[src/rtl/bit_count_pkg.sv]
// Shared types and helpers for the sequential bit-statistics engine.
package bit_count_pkg;

  // Controller states.
  typedef enum logic [1:0] {
    IDLE  = 2'd0,
    COUNT = 2'd1,
    DONE  = 2'd2
  } state_t;

  // Operation selected by the mode input, captured with start.
  typedef enum logic [1:0] {
    M_ONES  = 2'd0,
    M_ZEROS = 2'd1,
    M_LZC   = 2'd2,
    M_TZC   = 2'd3
  } mode_t;

  // Width of a counter that can hold values 0..data_w inclusive.
  function automatic int cnt_width(input int data_w);
    return $clog2(data_w + 1);
  endfunction

endpackage

[src/rtl/bit_count_seq_if.sv]
// Request/result bundle of bit_count_seq.
//
// Handshake: the master raises start with mode/data valid. The request is
// taken only on a rising edge where rdy is high (IDLE). rdy drops for
// the whole operation. done pulses high for exactly one cycle when count
// holds the final result. count stays valid while rdy is high afterwards.
// dbg_state mirrors the controller state for observation only.
interface bit_count_seq_if
  import bit_count_pkg::*;
#(
  parameter int DATA_W = 8,
  parameter int CNT_W  = cnt_width(DATA_W)
);

  logic              start;
  logic [1:0]        mode;
  logic [DATA_W-1:0] data;
  logic [CNT_W-1:0]  count;
  logic              rdy;
  logic              done;
  state_t            dbg_state;

  modport master (
    output start, mode, data,
    input  count, rdy, done, dbg_state
  );

  modport slave (
    input  start, mode, data,
    output count, rdy, done, dbg_state
  );

endinterface

[src/rtl/bit_count_ctrl.sv]
// Controller for bit_count_seq: owns the state register, decides when the
// count is finished from the datapath status flags, and issues the
// datapath strobes. rdy/done are registered alongside the state so they
// depend on the state register only.
module bit_count_ctrl
  import bit_count_pkg::*;
(
  input  logic   clk,
  input  logic   rst,
  input  logic   start_i,
  input  mode_t  mode_i,
  input  logic   r1_zero_i,
  input  logic   r1_msb_i,
  input  logic   r1_lsb_i,
  input  logic   left_zero_i,
  output logic   load_o,
  output logic   shift_l_o,
  output logic   shift_r_o,
  output logic   incr_o,
  output logic   rdy_o,
  output logic   done_o,
  output state_t state_o
);

  state_t state_q;
  logic   rdy_q;
  logic   done_q;
  logic   fin;

  // Termination test for the captured mode, evaluated on the current R1.
  always_comb begin
    fin = 1'b0;
    case (mode_i)
      M_ONES, M_ZEROS: fin = r1_zero_i;
      M_LZC:           fin = r1_msb_i | left_zero_i;
      M_TZC:           fin = r1_lsb_i | left_zero_i;
      default:         fin = 1'b1;
    endcase
  end

  // Datapath strobes: load on an accepted request, one shift per COUNT cycle.
  always_comb begin
    load_o    = 1'b0;
    shift_l_o = 1'b0;
    shift_r_o = 1'b0;
    incr_o    = 1'b0;
    if (state_q == IDLE) begin
      load_o = start_i;
    end else if (state_q == COUNT && !fin) begin
      case (mode_i)
        M_ONES, M_ZEROS: begin
          shift_r_o = 1'b1;
          incr_o    = r1_lsb_i;
        end
        M_LZC: begin
          shift_l_o = 1'b1;
          incr_o    = 1'b1;
        end
        default: begin
          shift_r_o = 1'b1;
          incr_o    = 1'b1;
        end
      endcase
    end
  end

  // State register with rdy/done registered to match the next state.
  always_ff @(posedge clk) begin
    if (rst) begin
      state_q <= IDLE;
      rdy_q   <= 1'b1;
      done_q  <= 1'b0;
    end else begin
      case (state_q)
        IDLE: begin
          if (start_i) begin
            state_q <= COUNT;
            rdy_q   <= 1'b0;
          end
        end
        COUNT: begin
          if (fin) begin
            state_q <= DONE;
            done_q  <= 1'b1;
          end
        end
        DONE: begin
          state_q <= IDLE;
          done_q  <= 1'b0;
          rdy_q   <= 1'b1;
        end
        default: begin
          state_q <= IDLE;
          done_q  <= 1'b0;
          rdy_q   <= 1'b1;
        end
      endcase
    end
  end

  assign rdy_o   = rdy_q;
  assign done_o  = done_q;
  assign state_o = state_q;

endmodule

[src/rtl/bit_count_seq.sv]
// Sequential bit-statistics engine: counts ones, zeros, leading zeros or
// trailing zeros of a captured operand by shifting one bit per clock.
// Holds the datapath (R1 operand, R2 count, bits_left, mode_r) and the
// controller instance.
module bit_count_seq
  import bit_count_pkg::*;
#(
  parameter int DATA_W = 8,
  parameter int CNT_W  = cnt_width(DATA_W)
) (
  input logic            clk,
  input logic            rst,
  bit_count_seq_if.slave bus
);

  logic [DATA_W-1:0] r1_q, r1_d;
  logic [CNT_W-1:0]  r2_q, r2_d;
  logic [CNT_W-1:0]  left_q, left_d;
  mode_t             mode_q, mode_d;

  logic load, shift_l, shift_r, incr;
  logic rdy, done;
  mode_t mode_in;

  assign mode_in = mode_t'(bus.mode);

  // Next-state datapath: capture on load, otherwise shift/increment.
  // Zeros mode counts ones of the inverted operand, so it shares the
  // early-exit ones path. bits_left bounds the zero-run modes on an
  // all-zero operand.
  always_comb begin
    r1_d   = r1_q;
    r2_d   = r2_q;
    left_d = left_q;
    mode_d = mode_q;
    if (load) begin
      mode_d = mode_in;
      r1_d   = (mode_in == M_ZEROS) ? ~bus.data : bus.data;
      r2_d   = '0;
      left_d = CNT_W'(DATA_W);
    end else begin
      if (shift_r) begin
        r1_d   = r1_q >> 1;
        left_d = left_q - CNT_W'(1);
      end else if (shift_l) begin
        r1_d   = r1_q << 1;
        left_d = left_q - CNT_W'(1);
      end
      if (incr) begin
        r2_d = r2_q + CNT_W'(1);
      end
    end
  end

  // Datapath registers; reset discards any in-flight operation.
  always_ff @(posedge clk) begin
    if (rst) begin
      r1_q   <= '0;
      r2_q   <= '0;
      left_q <= '0;
      mode_q <= M_ONES;
    end else begin
      r1_q   <= r1_d;
      r2_q   <= r2_d;
      left_q <= left_d;
      mode_q <= mode_d;
    end
  end

  bit_count_ctrl u_ctrl (
    .clk         (clk),
    .rst         (rst),
    .start_i     (bus.start),
    .mode_i      (mode_q),
    .r1_zero_i   (r1_q == '0),
    .r1_msb_i    (r1_q[DATA_W-1]),
    .r1_lsb_i    (r1_q[0]),
    .left_zero_i (left_q == '0),
    .load_o      (load),
    .shift_l_o   (shift_l),
    .shift_r_o   (shift_r),
    .incr_o      (incr),
    .rdy_o       (rdy),
    .done_o      (done),
    .state_o     (bus.dbg_state)
  );

  assign bus.count = r2_q;
  assign bus.rdy   = rdy;
  assign bus.done  = done;

endmodule

[src/flat_wrapper.sv]
// flat-port wrapper written by rule: the top's interface ports become plain ports
module bit_count_seq_flat import bit_count_pkg::*;
#(
  parameter int DATA_W = 8,
  parameter int CNT_W  = cnt_width(DATA_W)
)
  (clk, rst, bus_start, bus_mode, bus_data, bus_count, bus_rdy, bus_done, bus_dbg_state);
  bit_count_seq_if #(.DATA_W(DATA_W), .CNT_W(CNT_W)) bus_i ();
  input logic clk;
  input logic rst;
  input wire logic [$bits(bus_i.start)-1:0] bus_start;
  input wire logic [$bits(bus_i.mode)-1:0] bus_mode;
  input wire logic [$bits(bus_i.data)-1:0] bus_data;
  output wire logic [$bits(bus_i.count)-1:0] bus_count;
  output wire logic [$bits(bus_i.rdy)-1:0] bus_rdy;
  output wire logic [$bits(bus_i.done)-1:0] bus_done;
  output wire logic [$bits(bus_i.dbg_state)-1:0] bus_dbg_state;
  assign bus_i.start = bus_start;
  assign bus_i.mode = bus_mode;
  assign bus_i.data = bus_data;
  assign bus_count = bus_i.count;
  assign bus_rdy = bus_i.rdy;
  assign bus_done = bus_i.done;
  assign bus_dbg_state = bus_i.dbg_state;
  bit_count_seq #(.DATA_W(DATA_W), .CNT_W(CNT_W)) u_core (.clk(clk), .rst(rst), .bus(bus_i));
endmodule
[config.mk]
export PLATFORM = sky130hd
export DESIGN_NAME = bit_count_seq_flat
export DESIGN_NICKNAME = d
export VERILOG_FILES = /design/src/rtl/bit_count_pkg.sv /design/src/rtl/bit_count_seq_if.sv /design/src/rtl/bit_count_ctrl.sv /design/src/rtl/bit_count_seq.sv /design/src/flat_wrapper.sv
export SDC_FILE = /design/constraint.sdc
export NUM_CORES = 1
export LEC_CHECK = 0
export CAP_MARGIN = 30
export CORE_MARGIN = 1.5
export CORE_UTILIZATION = 53
export CTS_BUF_LIST = sky130_fd_sc_hd__clkbuf_4
export DETAILED_ROUTE_END_ITERATION = 10
export PLACE_DENSITY = 0.8
export SYNTH_ARGS = -nofsm -noshare
export SYNTH_HDL_FRONTEND = slang
export SYNTH_SLANG_ARGS = --single-unit
export TNS_END_PERCENT = 5
[constraint.sdc]
create_clock -name clk -period 1.9 [get_ports clk]
set_input_delay 0.19 -clock clk [delete_from_list [all_inputs] [get_ports clk]]
set_output_delay 0.19 -clock clk [all_outputs]
set_load 0.01 [all_outputs]
==> results of run 1 <==
sequential cells by signal, indices dropped and copies added, names as in the netlist:
signal                 cells
u_core.r1_q                8
u_core.bus.count           4
u_core.left_q              4
u_core.mode_q              2
u_core.u_ctrl.state_o      2
u_core.u_ctrl.done_o       1
u_core.u_ctrl.rdy_o        1
what timing repair did:
| item | CTS | global route |
|---|---|---|
| hold endpoints to repair | 0 | 0 |
| pin swaps | 0 | 7 |
| cloned | 0 | 1 |
| endpoints found under the setup margin | 5 | 9 |
| buffers inserted | 0 | 6 |
| resized for setup | 2 | 15 |
| hold buffers | 0 | 0 |
logic make-up (layout without fill, tap and decap cells):
logic type | Yosys count | count (layout) | synth area share [%]
buffers and inverters | 13 | 45 | 5.115
muxes | 4 | 4 | 3.862
adders and majority gates | 2 | 2 | 2.087
xor gates and xnor gates | 13 | 13 | 9.499
AOI/OAI and AO/OA | 30 | 31 | 19.31
DFF | 22 | 22 | 36.74
and+or+nand+nor | 52 | 52 | 23.38
path summary, 6_finish.rpt:
check,depth (start not counted),endpoint,start
max,5,u_core.bus.count[3],u_core.mode_q[0]
min,3,u_core.mode_q[0],bus_mode[0]
max reg2reg,5,u_core.bus.count[3],u_core.mode_q[0]
min reg2reg,1,u_core.u_ctrl.rdy_o,u_core.u_ctrl.rdy_o
metrics by stage:
stage          cell area (um2)  setup TNS (ns)  setup slack [ns]
2_1_floorplan             1199               0            0.1667
3_3_place_gp              1463               0           0.06075
3_5_place_dp              1463         -0.1083          -0.07918
4_1_cts                   1528               0          0.005253
5_1_grt                   1662         -0.1336          -0.05234
6_report                  1662               0           0.02373
worst register-to-register path, cell delays in order, from the launching register on:
cell	delay (ns)
dfxtp_1	0.42
mux2_4	0.34
o21ai_4	0.29
or4b_4	0.52
xor2_2	0.19
nor2_2	0.07
power breakdown:
group | switching (mW) | internal [mW] | leakage (nW)
registers | 0.0858 | 0.525 | 0.181
logic | 0.322 | 0.311 | 0.401
clock network | 0.143 | 0.213 | 0.0279
layout by cell type (no fill, tap or decap), types with 2 or more instances in the layout:
cell type / count
a22oi_1: 3
a21oi_1: 8
xor2_1: 6
xnor2_1: 6
mux2i_1: 2
clkdlybuf4s50_1: 20
nand2_1: 11
nor2_1: 15
nand4_1: 2
a211oi_1: 2
clkbuf_4: 3
nand2b_1: 3
buf_4: 15
a2111oi_4: 2
nor2b_1: 6
nor3_1: 4
dfxtp_1: 20
a221oi_1: 2
nand3_1: 2
o21ai_0: 2
inv_1: 6
dfxtp_2: 2
layer usage:
layer  wire, um  vias to the layer above
li1           -                      552
met3        187                       10
met5          0                        -
met2       1581                       51
met1       1378                      567
met4         93                        0
cell type report:
cell class | count | area, um2
clock buffers | 3 | 22.52
multi-input cells | 102 | 795.8
inverters | 6 | 22.52
flip-flops and latches | 22 | 442.9
fillers | 153 | 508.0
well taps | 28 | 35.03
repair buffers | 35 | 312.8
clock inverters | 1 | 30.03
==> out/results.tsv, run 1 <==
metric	value	unit
dp_hpwl	2105	um
clock-root-buffer	clkbuf_4	
cts_htree_levels	1	
nets	185	
grt.met1_usage	30.09	%
grt_pass1_vias	1050	
drc	0	
powerDensity	963.0	nW/um2
vdd_ir_drop_max	0.8222	mV
fmax	533.0	MHz
synth_common_cells	dfxtp_1 (22), nor2_1 (15), nand2_1 (11)	
grt_pass1_wl	4712	um
status	finished clean	
numPortBuffers	20	
critPathMaxFanout	8	
tritoncts	yes	
dp_cells	186	
ys_ff_latch	22	
power	1.600	mW
clkSlewWorstSetupHoldPaths	0.12	ns
hold_path_class	primary input to register	
final_util	76.59	%
cap_violations	0	
placementRows	17	
max_slew_margin	71.11	%
max_stage_delay	0.52	ns
cts_made_buffers	3	
die-height	50.56	um
grtUsageMet3	4.167	%
area_growth	38.62	%
rsz0062_at_grt	yes	
die_x	50.56	um
synthCells	136	
synth_edf_count	0	
track_usage	24.58	%
avgSynthCellArea	8.814	um2
vias	1180	
drive_gt1_share	22.49	%
final_cells	197	
critPathKind	register to register	
finalMaxSlewViolations	0	
antenna_found_initial	0	
endpoint_kind	register	
ff2ff_setup_slack	0.02	ns
synth_area_leaders	dfxtp_1 (37%), xor2_1 (5.1%), nor2_1 (4.7%), xnor2_1 (4.4%), a21oi_1 (3.8%)	
cp.required	2.16	ns
num_antenna_cells	0	
synth_fp_nets	151	
worst_pin_slew	0.4325	ns
num_io_pins	21	
fin_worst_skew	0.001058	ns
grt_max_degree	16	
setup_viol	0	
cts_buffer_depth	2	
grtUsageMet2	42.32	%
cp_cell_sequence	mux2_4, o21ai_4, or4b_4, xor2_2, nor2_2	
ys_types	40	
fin_hold_ws	0.4601	ns
die_area	2556	um2
core_area	2170	um2
min_period	1.876	ns
routabilityCongestion	0.8411	
synth_most_common_cell	dfxtp_1	
yosysWarnings	0	
dr.pass1.iters	4	
critPathBufInv	0	
yosysSeqAreaShare	36.74	%
period_share	98.75	%
power_leakage	0.6099	nW
syn_area	1199	um2
busiest_layer	met2	
hold_violations	0	
async_reset_ff_share	0	%
synth_ff_type	dfxtp_1	
initial_core_util	55.25	%
critPathLaunchType	register	
clock_sinks	22	
worstPathArrival	2.13	ns
wl	3239	um
synth_top_area_cell	dfxtp_1	
drtAntennaViolNets	0	
post_drt_wl_per_cell	16.44	um
clkLatencyLatePin	0.30	ns
vias_per_cell	5.990	
grt_overflow	0	
synth_top_area_share	36.74	%
crit_family	simple AND/OR/NAND/NOR gates	
drt-initial-drc-count	31	
cp_slowest_cell	or4b_4	
Note: power is estimated with default switching activity, not from simulation.
==> run 2, diff against run 1 <==
- CORE_MARGIN: 1.5 -> 2
==> out/results.tsv, run 2 (same netlist as run 1, synthesis figures left out) <==
metric	value	unit	change
cts_made_buffers	3		unchanged
num_io_pins	21		unchanged
clock_sinks	22		unchanged
worst_pin_slew	0.3509	ns	-0.08161 ns
area_growth	35.28	%	
placementRows	17		unchanged
dp_cells	186		unchanged
clkLatencyLatePin	0.32	ns	+0.02 ns
cp.required	2.12	ns	-0.04 ns
drtAntennaViolNets	0		unchanged
setup_viol	0		unchanged
vias	1140		-3.4%
fmax	537.0	MHz	+0.76%
fin_hold_ws	0.4411	ns	-0.01897 ns
holdPathStages	3		unchanged
power_leakage	0.6015	nW	-1.4%
vias_per_cell	5.816		-2.9%
grt_overflow	0		unchanged
cap_violations	0		unchanged
worstPathArrival	2.08	ns	-0.05 ns
die_area	2658	um2	+4.0%
numPortBuffers	20		unchanged
cts_hold_buffers	0		unchanged
vdd_ir_drop_max	0.7236	mV	-12%
rsz0062_at_grt	yes		
grt_pass1_vias	1040		-0.95%
drc	0		unchanged
final_cell_mix	clkdlybuf4s50_1 (20), dfxtp_1 (20), nor2_1 (15), buf_4 (15), nand2_1 (11)		
max_slew_margin	76.58	%	+5.5 points
grt_max_degree	16		unchanged
critPathMaxFanout	4		-4
post_drt_wl_per_cell	15.54	um	-5.5%
status	finished clean		
powerDensity	973.7	nW/um2	+1.1%
dp_hpwl	2092	um	-0.62%
min_period	1.862	ns	-0.01417 ns
initial_core_util	55.25	%	unchanged
dr.pass1.iters	4		unchanged
die-height	51.56	um	+2.0%
die_x	51.56	um	+2.0%
core_area	2170	um2	unchanged
clock-root-buffer	clkbuf_4		
r2r_cells	9		+4
hold_path_class	primary input to register		
final_util	74.74	%	-1.8 points
drive_gt1_share	20.83	%	-1.7 points
track_usage	23.47	%	-1.1 points
fin_worst_skew	0.005358	ns	+0.004301 ns
tritoncts	yes		
pre_cts_slack	-0.07606	ns	+0.003126 ns
timing.final.ws_setup	0.03791	ns	+0.01417 ns
nets	184		-0.54%
regMostFlops	u_core.r1_q		
endpoint_kind	register		
cts_htree_levels	1		unchanged
fillers	155		+1.3%
routabilityCongestion	0.8633		+2.6%
clkSlewWorstSetupHoldPaths	0.13	ns	about the same
cts_buffer_depth	2		unchanged
antenna_found_initial	0		unchanged
critPathLaunchType	register		
period_share	98.00	%	-0.75 points
finalMaxSlewViolations	0		unchanged
num_antenna_cells	0		unchanged
hold_violations	0		unchanged
grt_pass1_wl	4595	um	-2.5%
drt-initial-drc-count	32		+3.2%
critPathKind	register to register		
largest_reg_flops	8		unchanged
final_cells	196		-0.51%
wl	3045	um	-6.0%
run 2: metrics by stage:
stage               cell area, um2  power, mW  setup TNS, ns
global route                  1622      1.662        -0.1491
global placement              1463      1.059              0
CTS                           1529      1.465              0
detailed placement            1463      1.082        -0.1304
floorplan                     1199     0.9300              0
finish                        1622      1.579              0
run 2: critical path, cell delays in order, from the launching register on:
cell	delay [ns]
dfxtp_2	0.35
inv_1	0.06
ha_2	0.20
nor3b_4	0.18
o21ai_4	0.18
a31oi_4	0.12
buf_4	0.16
buf_4	0.14
a222oi_1	0.29
nor2_1	0.07
run 2: power by group:
| part | switching (mW) | internal (mW) | leakage, nW |
|---|---|---|---|
| Combinational | 0.298 | 0.308 | 0.392 |
| Sequential | 0.0825 | 0.525 | 0.181 |
| Clock | 0.153 | 0.214 | 0.0279 |
run 2: path summary, 6_finish.rpt:
kind                                          start                   to  slack [ns]
worst max-delay path               u_core.left_q[0]       u_core.r1_q[0]        0.04
worst min-delay path                    bus_mode[1]     u_core.mode_q[1]        0.44
worst max register to register     u_core.left_q[0]       u_core.r1_q[0]        0.04
worst min register to register  u_core.u_ctrl.rdy_o  u_core.u_ctrl.rdy_o        0.50
run 2: timing repair:
item / in CTS / in global routing
setup endpoints to repair: 3 / 8
setup buffers: 0 / 6
resized for setup: 3 / 11
gates cloned: 0 / 0
pin swaps: 0 / 4
run 2: layout make-up:
cell class              instances  area, um2  area share, %
well taps                      28      35.03          2.160
clock buffers                   3      22.52          1.389
flip-flops and latches         22      442.9          27.31
multi-input cells             101      755.7          46.60
clock inverters                 1      30.03          1.852
repair buffers                 35      312.8          19.29
inverters                       6      22.52          1.389
run 2: metal layers:
| layer | GRT usage, % | vias up | part of all wire, % |
|---|---|---|---|
| li1 | - | 545 | - |
| met1 | 27.64 | 540 | 43 |
| met2 | 41.88 | 46 | 50 |
| met3 | 3.448 | 9 | 4.6 |
| met4 | 10.53 | 0 | 2.5 |
| met5 | 0 | - | 0 |
==> run 3, diff against run 2 <==
- CORE_ASPECT_RATIO: default -> 1.1
==> out/results.tsv, run 3 (same netlist as run 1, synthesis figures left out) <==
metric	value	unit	change
fmax	531.6	MHz	-1.0%
hold_path_class	primary input to register		
cts_hold_buffers	0		unchanged
max_slew_margin	64.89	%	-12 points
vdd_ir_drop_max	0.6280	mV	-13%
layout_commonest_cell	dfxtp_1		
clkSlewWorstSetupHoldPaths	0.11	ns	-0.02 ns
cts_buffer_depth	2		unchanged
num_antenna_cells	0		unchanged
grt_overflow	0		unchanged
cts_made_buffers	3		unchanged
die-height	53.88	um	+4.5%
regMostFlops	u_core.r1_q		
critPathMaxFanout	6		+2
antenna_found_initial	0		unchanged
min_period	1.881	ns	+0.01917 ns
finalMaxSlewViolations	0		unchanged
dp_hpwl	1984	um	-5.2%
drtAntennaViolNets	0		unchanged
core_area	2185	um2	+0.69%
cp.required	2.11	ns	about the same
period_share	99.01	%	+1.0 points
num_io_pins	21		unchanged
grt_pass1_wl	4450	um	-3.2%
clkLatencyLatePin	0.31	ns	about the same
seq_area	441.7	um2	-0.28%
area_growth	36.01	%	
fin_worst_skew	0.006996	ns	+0.001638 ns
largest_reg_flops	8		unchanged
worst_pin_slew	0.5248	ns	+0.1739 ns
placementRows	18		+1
multi_input_area	785.8	um2	+4.0%
nets	185		+0.54%
post_drt_wl_per_cell	14.97	um	-3.6%
vias	1139		-0.088%
drive_gt1_share	21.30	%	+0.47 points
die_x	49.35	um	-4.3%
place_area	1465	um2	+0.17%
cts_htree_levels	1		unchanged
dr.pass1.iters	4		unchanged
status	finished clean		
clock_sinks	22		unchanged
drc	0		unchanged
endpoint_kind	register		
critPathLaunchType	register		
numPortBuffers	20		unchanged
hold_violations	0		unchanged
fillers	175		+13%
rsz0062_at_grt	yes		
cap_violations	0		unchanged
tritoncts	yes		
critPathKind	register to register		
grt_max_degree	16		unchanged
power	1.426	mW	-9.7%
vias_per_cell	5.724		-1.6%
power_leakage	0.5938	nW	-1.3%
drt-initial-drc-count	53		+66%
wl	2979	um	-2.2%
initial_core_util	54.87	%	-0.38 points
clock-root-buffer	clkbuf_4		
worstPathArrival	2.10	ns	+0.02 ns
routabilityCongestion	0.7816		-9.5%
fin_area	1630	um2	+0.54%
grt_pass1_vias	1032		-0.77%
setup_viol	0		unchanged
final_cell_mix	dfxtp_1 (21), clkdlybuf4s50_1 (20), nor2_1 (15)		
die_area	2658	um2	about the same
powerDensity	874.4	nW/um2	-10%
track_usage	22.50	%	-0.97 points
[run 3: final cells by class]
| type | count | share of cell area (%) |
|---|---|---|
| flip-flops and latches | 22 | 27.09 |
| clock inverters | 1 | 0.2302 |
| inverters | 6 | 1.381 |
| well taps | 30 | 2.302 |
| multi-input cells | 102 | 48.20 |
| clock buffers | 3 | 1.381 |
| repair buffers | 35 | 19.42 |
[run 3: final timing paths]
kind	startpoint	endpoint	slack (ns)	depth (start not counted)
worst max-delay path	u_core.mode_q[0]	u_core.bus.count[3]	0.02	5
worst min-delay path	bus_mode[0]	u_core.mode_q[0]	0.44	3
worst max register to register	u_core.mode_q[0]	u_core.bus.count[3]	0.02	5
worst min register to register	u_core.u_ctrl.done_o	u_core.u_ctrl.done_o	0.52	2
[run 3: through the flow]
stage | hold WS [ns] | cells | utilization, % | setup TNS (ns) | setup slack (ns)
2_1_floorplan | 0.2687 | 136 | - | 0 | 0.1667
3_3_place_gp | 0.4484 | 188 | 67.07 | -0.04195 | -0.04195
3_5_place_dp | 0.4843 | 188 | 67.07 | -0.3688 | -0.1078
4_1_cts | 0.4402 | 192 | 69.01 | 0 | 0.02127
5_1_grt | 0.4673 | 199 | 74.63 | -0.1547 | -0.05588
6_report | 0.4429 | 199 | 74.63 | 0 | 0.01873
[run 3: what timing repair did]
| item | 4_1_cts | 5_1_grt |
|---|---|---|
| setup buffers | 0 | 6 |
| pin swaps | 1 | 7 |
| resized for setup | 3 | 16 |
| cloned | 0 | 1 |
| endpoints found under the setup margin | 7 | 9 |
[run 3: layer usage]
metal | track usage [%] | share of wire (%) | vias up | wire, um
met2 | 42.12 | 55 | 17 | 1628
met5 | 0 | 0 | - | 0
met3 | 3.889 | 2.0 | 5 | 60
met1 | 24.91 | 42 | 559 | 1239
met4 | 11.43 | 1.7 | 0 | 51
li1 | - | - | 558 | -
[run 3: worst max-delay path: stages, from the launching register on]
cell and delay (ns):
dfxtp_1 0.41, mux2_4 0.34, o21ai_4 0.29, or4b_4 0.53, xor2_2 0.18, nor2_2 0.04
[run 3: where the power goes]
part           switching, mW  total (mW)  internal [mW]
Combinational          0.309       0.607          0.298
Clock                  0.140       0.217         0.0769
Sequential            0.0778       0.602          0.524
Total                  0.526        1.43          0.899
